### src/rtl/branch_predictor_pkg.sv
// rtl/branch_predictor_pkg.sv - shared types and constants for the BTB branch predictor
package branch_predictor_pkg;

    typedef logic [31:0] word_t;

    // 2-bit saturating counter; MSB set means predict taken
    typedef enum logic [1:0] {
        STRONG_NT = 2'b00,
        WEAK_NT   = 2'b01,
        WEAK_T    = 2'b10,
        STRONG_T  = 2'b11
    } bp_cnt_t;

    typedef struct packed {
        logic    valid;
        word_t   tag;
        word_t   target;
        bp_cnt_t cnt;
    } bp_entry_t;

    localparam int BP_ENTRIES = 16;

    function automatic word_t pc_plus4(input word_t pc);
        return pc + 32'd4;
    endfunction

endpackage

### src/rtl/branch_predictor_sat_counter2.sv
// rtl/branch_predictor_sat_counter2.sv - next value of a 2-bit saturating branch counter
module sat_counter2
    import branch_predictor_pkg::*;
(
    input  bp_cnt_t i_cnt,
    input  logic    i_taken,
    output bp_cnt_t o_cnt
);

    always_comb begin
        o_cnt = i_cnt;
        if (i_taken) begin
            if (i_cnt != STRONG_T) o_cnt = bp_cnt_t'(i_cnt + 2'd1);
        end else begin
            if (i_cnt != STRONG_NT) o_cnt = bp_cnt_t'(i_cnt - 2'd1);
        end
    end

endmodule

### src/rtl/branch_predictor.sv
// rtl/branch_predictor.sv - direct-mapped BTB predictor with resolve-side mispredict check
// Optional BP_STATS_EN adds saturating branch/mispredict counters.
module branch_predictor
    import branch_predictor_pkg::*;
#(
    parameter int ENTRIES = BP_ENTRIES,
    parameter int IDXW    = $clog2(ENTRIES)
) (
    input  logic  CLK,
    input  logic  nRST,
    input  word_t fetch_pc,
    output logic  predict_taken,
    output word_t predict_target,
    input  logic  resolve_valid,
    input  logic  resolve_isjump,
    input  word_t resolve_pc,
    input  logic  resolve_taken,
    input  word_t resolve_target,
    input  logic  resolve_pred_taken,
    input  word_t resolve_pred_target,
    input  logic  update_en,
    output logic  mispredict,
    output word_t correct_pc
`ifdef BP_STATS_EN
    ,
    output word_t stat_branches,
    output word_t stat_mispredicts
`endif
);

    localparam int TAG_SHIFT = IDXW + 2;

    bp_entry_t       r_tbl [ENTRIES];

    logic [IDXW-1:0] w_f_idx;
    logic [IDXW-1:0] w_r_idx;
    word_t           w_f_tag;
    word_t           w_r_tag;
    bp_entry_t       w_f_ent;
    bp_entry_t       w_r_ent;
    logic            w_f_hit;
    logic            w_r_hit;
    logic            w_wr;
    bp_cnt_t         w_next_cnt;
    bp_cnt_t         w_alloc_cnt;

    assign w_f_idx = fetch_pc[IDXW+1:2];
    assign w_r_idx = resolve_pc[IDXW+1:2];
    assign w_f_tag = fetch_pc >> TAG_SHIFT;
    assign w_r_tag = resolve_pc >> TAG_SHIFT;
    assign w_f_ent = r_tbl[w_f_idx];
    assign w_r_ent = r_tbl[w_r_idx];
    assign w_f_hit = w_f_ent.valid && (w_f_ent.tag == w_f_tag);
    assign w_r_hit = w_r_ent.valid && (w_r_ent.tag == w_r_tag);

    // Lookup reads the stored entry directly, so a same-cycle update is not visible yet
    assign predict_taken  = w_f_hit & w_f_ent.cnt[1];
    assign predict_target = predict_taken ? w_f_ent.target : pc_plus4(fetch_pc);

    assign mispredict = resolve_valid &
                        ((resolve_taken != resolve_pred_taken) |
                         (resolve_taken & (resolve_pred_target != resolve_target)));
    assign correct_pc = resolve_taken ? resolve_target : pc_plus4(resolve_pc);

    assign w_wr        = resolve_valid & update_en;
    assign w_alloc_cnt = resolve_isjump ? STRONG_T : WEAK_T;

    sat_counter2 u_sat_counter2 (
        .i_cnt   (w_r_ent.cnt),
        .i_taken (resolve_taken),
        .o_cnt   (w_next_cnt)
    );

    always_ff @(posedge CLK) begin
        if (!nRST) begin
            for (int i = 0; i < ENTRIES; i++) begin
                r_tbl[i] <= '{valid: 1'b0, tag: '0, target: '0, cnt: WEAK_NT};
            end
        end else if (w_wr) begin
            if (w_r_hit) begin
                r_tbl[w_r_idx].cnt <= w_next_cnt;
                if (resolve_taken) r_tbl[w_r_idx].target <= resolve_target;
            end else if (resolve_taken) begin
                r_tbl[w_r_idx] <= '{valid: 1'b1, tag: w_r_tag,
                                    target: resolve_target, cnt: w_alloc_cnt};
            end
        end
    end

`ifdef BP_STATS_EN
    word_t r_stat_branches;
    word_t r_stat_mispredicts;

    always_ff @(posedge CLK) begin
        if (!nRST) begin
            r_stat_branches    <= '0;
            r_stat_mispredicts <= '0;
        end else if (w_wr) begin
            if (r_stat_branches != 32'hFFFF_FFFF)
                r_stat_branches <= r_stat_branches + 32'd1;
            if (mispredict && (r_stat_mispredicts != 32'hFFFF_FFFF))
                r_stat_mispredicts <= r_stat_mispredicts + 32'd1;
        end
    end

    assign stat_branches    = r_stat_branches;
    assign stat_mispredicts = r_stat_mispredicts;
`endif

endmodule

### config.mk
export PLATFORM = sky130hd
export DESIGN_NAME = branch_predictor
export DESIGN_NICKNAME = d
export VERILOG_FILES = /design/src/rtl/branch_predictor_pkg.sv /design/src/rtl/branch_predictor_sat_counter2.sv /design/src/rtl/branch_predictor.sv
export SDC_FILE = /design/constraint.sdc
export NUM_CORES = 2
export LEC_CHECK = 0
export CAP_MARGIN = 40
export CORE_ASPECT_RATIO = 0.7
export CORE_MARGIN = 2
export CORE_UTILIZATION = 55
export CTS_CLUSTER_SIZE = 20
export DETAILED_ROUTE_END_ITERATION = 7
export PLACE_DENSITY = 0.8
export SLEW_MARGIN = 0
export SYNTH_ARGS = -nofsm -noshare
export SYNTH_HDL_FRONTEND = slang
export SYNTH_HIERARCHICAL = 1
export SYNTH_SLANG_ARGS = --single-unit
### constraint.sdc
create_clock -name CLK -period 12.41 [get_ports CLK]
set_input_delay 1.241 -clock CLK [delete_from_list [all_inputs] [get_ports CLK]]
set_output_delay 1.241 -clock CLK [all_outputs]
set_load 0.01 [all_outputs]
# == After elaboration in Yosys (flattened, before gate mapping) ==
# Memory sizes are Yosys's and may differ from the RTL's.
# Cells that the tools add are included.
# totals
regBits,0
latch_bits,0
ramBits,976
mem_bits_ro,0
inputBits,135
n_memories,1
# op_classes
addsub,4
mul,0
div,0
magnitude_cmp,0
n_eq_ne,5
shifts,0
n_mux,25
bitwise_logic,7
n_reduce_logical,4
# mem_list
name,depth,width,rd,rd_ports_with_merged_regs,wr,line,source
r_tbl,16,61,2,0,16,branch_predictor.sv:33,bp_entry_t r_tbl [ENTRIES];
# op_table
operator,n
32-bit two-way mux,3
"32-bit by 3-bit adder with 32-bit output, second input constant",2
32-bit by 26-bit equality test with 1-bit output,2
61-bit two-way mux,1
61-bit OR reduction,1
32-bit inequality test,1
1-bit two-way mux,15
2-bit two-way mux,4
1-bit AND,4
4-bit two-way mux,1
3-bit two-way mux,1
1-bit OR,3
"2-bit by 1-bit adder with 2-bit output, second input constant",1
1-bit logical AND,2
"2-bit inequality test, second input constant",1
2-bit nonzero test,1
"2-bit by 1-bit subtractor with 2-bit output, second input constant",1
1-bit inequality test,1

# == Longest topological paths before layout ==
# An unclocked memory read counts as a cell.
# depth
ltp_word,10
ltp_mapped,17
ltp_nobuf,10

# == Modules after synthesis ==
# The synthesis kept the hierarchy.
# by_module_without_submodules
mod,n_inst,cells_each,area_per_inst_um2
branch_predictor,1,3637,51343.0
sat_counter2,1,3,26.3

# == Worst setup path after synthesis ==
# No wires, ideal clock.
# synth_timing
path_type,input port to output port
from,input fetch_pc[2]
to,output predict_target[10]
arrival_ns,4.785
required_time_ns,11.169
slack_ns,6.384
path_stages,12
path_buffers,5
path_cell_list,buf_2 buf_1 buf_1 mux4_2 mux4_2 xnor2_1 nand4_1 nor3_1 nand3_1 buf_2 buf_1 a21oi_1
# synth_between
elab_chain_cells,5
elab_cells_between_ends,6
classes_between,add/sub (1); eq/ne (1); mux (1); bitwise (1); reduce/logical (1); memory (1)
# synth_lines
element,line,source
"start, declared",branch_predictor.sv:11,"input word_t fetch_pc,"
memory 16 x 61 bit,n/a,
32-bit by 26-bit equality test with 1-bit output,branch_predictor.sv:53,assign w_f_hit = w_f_ent.valid && (w_f_ent.tag == w_f_tag);
1-bit logical AND,branch_predictor.sv:53,
1-bit AND,branch_predictor.sv:57,assign predict_taken = w_f_hit & w_f_ent.cnt[1];
32-bit two-way mux (*),branch_predictor.sv:58,assign predict_target = predict_taken ? w_f_ent.target : pc_plus4(fetch_pc);
"end, declared",branch_predictor.sv:13,"output word_t predict_target,"
# Every way passes the cells marked *; elsewhere a longest branch is shown, timed or not.

# == Worst setup path after layout ==
# layout_timing
from,input resolve_pc[3]
to,output correct_pc[30]
# layout_between
elab_chain_cells,2
# layout_lines
element,line,source
"start, declared",branch_predictor.sv:16,"input word_t resolve_pc,"
32-bit by 3-bit adder with 32-bit output,branch_predictor_pkg.sv:24,return pc + 32'd4;
32-bit two-way mux,branch_predictor.sv:63,assign correct_pc = resolve_taken ? resolve_target : pc_plus4(resolve_pc);
"end, declared",branch_predictor.sv:23,output word_t correct_pc
# No other way between the ends.

==> impl_metrics.env <==
export IMPL_gp_congestion=1.061
export IMPL_synth_compound_area_frac=0.03797
export IMPL_clock_skew_ns=0.02248
export IMPL_largestRegisters="r_tbl x976"
export IMPL_num_nets_final=3776
export IMPL_clock_tree_htree_level_count=3
export IMPL_timing_critical_path_arrival_ns=6.83
export IMPL_ios=201
export IMPL_drv_slew=0
export IMPL_synth_fp_nets=3780
export IMPL_post_synth_fa_ha_maj_area_fraction=0.001656
export IMPL_synth_cell_area_mm2=0.05137
export IMPL_finalSetupViolCount=0
export IMPL_synth_yosys_warnings=6
export IMPL_final_critical_path_setup_slack_ns=4.335
export IMPL_place_hpwl_mm=108.1
export IMPL_die_footprint_mm2=0.09590
export IMPL_largest_reg_flops=976
export IMPL_regToRegEndpoint="r_tbl[10][43]"
export IMPL_power_total_mw=7.930
export IMPL_most_common_library_cell_in_the_layout_ignoring_fill_and_taps="sky130_fd_sc_hd__edfxtp_1"
export IMPL_synthesized_area_fraction_occupied_by_xor_and_xnor_cells=0.02268
export IMPL_max_cap_viol_count=0
export IMPL_worst_max_slew_margin_expressed_relative_to_the_limit=0.3136
export IMPL_run_status="completed"
export IMPL_avgSynthCellArea_um2=14.11
export IMPL_cts_inserted_buffers=94
export IMPL_register_with_the_most_flip_flops="r_tbl"
export IMPL_max_freq_mhz=123.8
export IMPL_wire_per_inst_um=35.58
export IMPL_critPathMaxFanout=47
export IMPL_min_to="r_tbl[4][60]"
export IMPL_first_pass_grt_wire_length_mm=250.5
export IMPL_period_needed_ns=8.075
export IMPL_cpMaxStageDelayCell="sky130_fd_sc_hd__nor2_1"
export IMPL_synth_edf_count=960
export IMPL_clock_sink_count=976
export IMPL_pwr_density_cell_mw_per_mm2=137.4
export IMPL_cts_tree="yes"
export IMPL_cp_data_required_time_ns=11.17
export IMPL_post_cts_resized=0
export IMPL_synthToLayoutAreaGrowth_pct=12.39
export IMPL_worst_slew_pin_slew_ns=1.030
export IMPL_grt_pass1_vias=34710
export IMPL_post_dp_cell_area_mm2=0.05445
export IMPL_hold_worst_slack_ns=0.5073
export IMPL_clkTransAtPathRegs_ns=0.07
export IMPL_critical_path_max_stage_delay_ns=0.72
export IMPL_die_height_um=259.7
export IMPL_timing_final_hold_violations=0
export IMPL_root_driver="sky130_fd_sc_hd__clkbuf_16"
export IMPL_grt_remaining_overflow=0
export IMPL_critical_path_startpoint_type="input pin"
export IMPL_fillerInstances=6466
export IMPL_port_buffers=200
export IMPL_ys_seq_area_frac=0.5674
export IMPL_hold_path_class="flip-flop to flip-flop"
export IMPL_std_cell_rows=93
export IMPL_die_width_um=369.3
export IMPL_simple_gate_portion_of_the_synthesized_area=0.1482
export IMPL_drt_pass1_iter_count=6
export IMPL_synth_seq_cells=976
export IMPL_async_reset_ff_frac=0
export IMPL_postLayoutCellArea_mm2=0.05773
export IMPL_timing_critical_path_cells="buf_6 > ha_4 > nand3_1 > nor2_1 > nand2_1 > nor3_1 > nand2_1 > nor2_1 > nand2_1 > xor2_1 > o21ai_0 > clkdlybuf4s50_1"
export IMPL_floorplan_initialDensity=0.5567
export IMPL_antenna_found_initial=11
export IMPL_post_route_period_util=0.6507
export IMPL_dpl_worst_slack_ns=4.121
export IMPL_buffers_from_clock_root_to_sink_at_most=3
export IMPL_holdCritStartpoint="r_tbl[4][60]"
export IMPL_synth_main_ff_cell="sky130_fd_sc_hd__edfxtp_1"
export IMPL_r2r_setup_slk_ns=6.91
export IMPL_ir_worst_vdd_mv=0.1238
export IMPL_whs_path_depth=1
export IMPL_vias=36230
export IMPL_postSynthCellCount=3640
export IMPL_power_leakage_nw=22.36
export IMPL_drt_drc_violations_left=0
export IMPL_netlist_cell_types=76
export IMPL_dr_first_iter_drc_count=7062
export IMPL_worstReg2RegStart="r_tbl[0][36]"
export IMPL_critical_path_top_cell_by_count="sky130_fd_sc_hd__nand2_1"
export IMPL_clk_insertion_delay_late_ns=0.70
export IMPL_rsz0062_at_grt="false"
export IMPL_design_core_area_mm2=0.09227
export IMPL_muxShareOfSynthArea=0.1847
export IMPL_routed_wl_mm=176.3
export IMPL_fin_setup_tns_ns=0
export IMPL_synth_top_family_by_area="multiplexers"
export IMPL_post_route_cells_drive_above_1_share=0.1881
export IMPL_timing_worst_setup_path_type="input pin to output pin"
export IMPL_cts_hold_buffers_added=0
export IMPL_post_drt_via_cell_ratio=7.311
export IMPL_grt_max_degree=234
export IMPL_global_route_usage_total=0.3656
export IMPL_final_antenna_net_count=0
export IMPL_post_cts_buffers=0
export IMPL_rr_worst_depth=12
export IMPL_crit_path_end_kind="output pin"
export IMPL_layout_common_cells="960 x sky130_fd_sc_hd__edfxtp_1, 830 x sky130_fd_sc_hd__and3_1, 368 x sky130_fd_sc_hd__mux4_2"
cell type report:
class	instances	area, um2	area share
Clock buffer	111	2457	0.04257
Antenna cell	9	22.52	0.0003901
Tap cell	1235	1545	0.02677
Clock inverter	60	780.7	0.01352
Timing Repair Buffer	331	3231	0.05596
Sequential cell	976	29150	0.5049
Multi-Input combinational cell	2209	20460	0.3543
Inverter	24	90.09	0.001560
report_power, final:
group	leakage, nW	switching [mW]	internal, mW
sequential	9.25	0.0787	3.79
clock	1.57	1.32	1.74
combinational	11.5	0.613	0.391
total	22.4	2.01	5.92
critical path, delay by kind of cell:
family          cells  cell delay, ns
xor+xnor            1            0.19
fa+ha+maj           1            0.49
buf+inv             2            1.12
compound gates      1            0.62
simple gates        7            3.12
per-layer routing:
metal,vias up,track usage,routed length (um)
li1,14270,-,-
met1,17900,0.5125,62480
met2,3614,0.4997,72630
met3,445,0.1812,35340
met4,4,0.1124,5713
met5,-,0,135
through the flow:
stage,util,std cells
after floorplan,-,3640
after global placement,0.5857,4751
after detailed placement,0.5900,4773
after CTS,0.6251,4944
after global routing,0.6255,4950
final,0.6256,4955
synth_stat cells, types with 9 or more instances:
cell type | count | area (um2)
sky130_fd_sc_hd__dfxtp_1 | 16 | 320.3
sky130_fd_sc_hd__a21o_1 | 16 | 120.1
sky130_fd_sc_hd__edfxtp_1 | 960 | 28830
sky130_fd_sc_hd__clkbuf_1 | 345 | 1295
sky130_fd_sc_hd__buf_6 | 16 | 180.2
sky130_fd_sc_hd__a21oi_1 | 56 | 280.3
sky130_fd_sc_hd__nor3_1 | 17 | 85.08
sky130_fd_sc_hd__xnor2_1 | 72 | 630.6
sky130_fd_sc_hd__o311ai_1 | 12 | 105.1
sky130_fd_sc_hd__a22oi_1 | 15 | 112.6
sky130_fd_sc_hd__o21ai_1 | 15 | 75.07
sky130_fd_sc_hd__nand3_1 | 38 | 190.2
sky130_fd_sc_hd__mux2_2 | 11 | 123.9
sky130_fd_sc_hd__buf_4 | 10 | 75.07
sky130_fd_sc_hd__nor2b_1 | 15 | 93.84
sky130_fd_sc_hd__xor2_1 | 61 | 534.3
sky130_fd_sc_hd__buf_1 | 29 | 108.9
sky130_fd_sc_hd__mux2_1 | 11 | 123.9
sky130_fd_sc_hd__and3_1 | 830 | 5192
sky130_fd_sc_hd__and2_1 | 128 | 800.8
sky130_fd_sc_hd__nand2_1 | 116 | 435.4
sky130_fd_sc_hd__a221oi_1 | 10 | 87.58
sky130_fd_sc_hd__o22ai_1 | 9 | 56.30
sky130_fd_sc_hd__nand4_1 | 23 | 143.9
sky130_fd_sc_hd__inv_1 | 22 | 82.58
sky130_fd_sc_hd__a22o_1 | 29 | 254.0
sky130_fd_sc_hd__mux4_2 | 368 | 8288
sky130_fd_sc_hd__nor4_1 | 16 | 100.1
sky130_fd_sc_hd__o21ai_0 | 63 | 315.3
sky130_fd_sc_hd__nor2_1 | 77 | 289.0
sky130_fd_sc_hd__buf_2 | 30 | 150.1
sky130_fd_sc_hd__mux2i_1 | 95 | 950.9
sky130_fd_sc_hd__nand2b_1 | 22 | 137.6
worst max-delay path by stage:
stage | slack, ns | to | cells past startpoint | from
global route | 4.38 | correct_pc[30] | 12 | resolve_pc[3]
CTS | 4.11 | predict_target[14] | 11 | fetch_pc[2]
global placement | 4.17 | predict_target[14] | 11 | fetch_pc[2]
floorplan | 6.38 | predict_target[10] | 12 | fetch_pc[2]
finish | 4.33 | correct_pc[30] | 12 | resolve_pc[3]
detailed placement | 4.12 | predict_target[14] | 11 | fetch_pc[2]
kinds of logic (layout without fill, tap and decap cells):
logic type               Yosys count  count (layout)
AND/OR/NAND/NOR                 1298            1298
flip-flops                       976             976
multiplexers                     485             485
buffers and inverters            455             526
AO/OA/AOI/OAI                    286             286
XOR/XNOR                         133             133
adder cells (fa/ha/maj)            7               7
other                              0               9
Note: power is estimated with default switching activity, not from simulation.
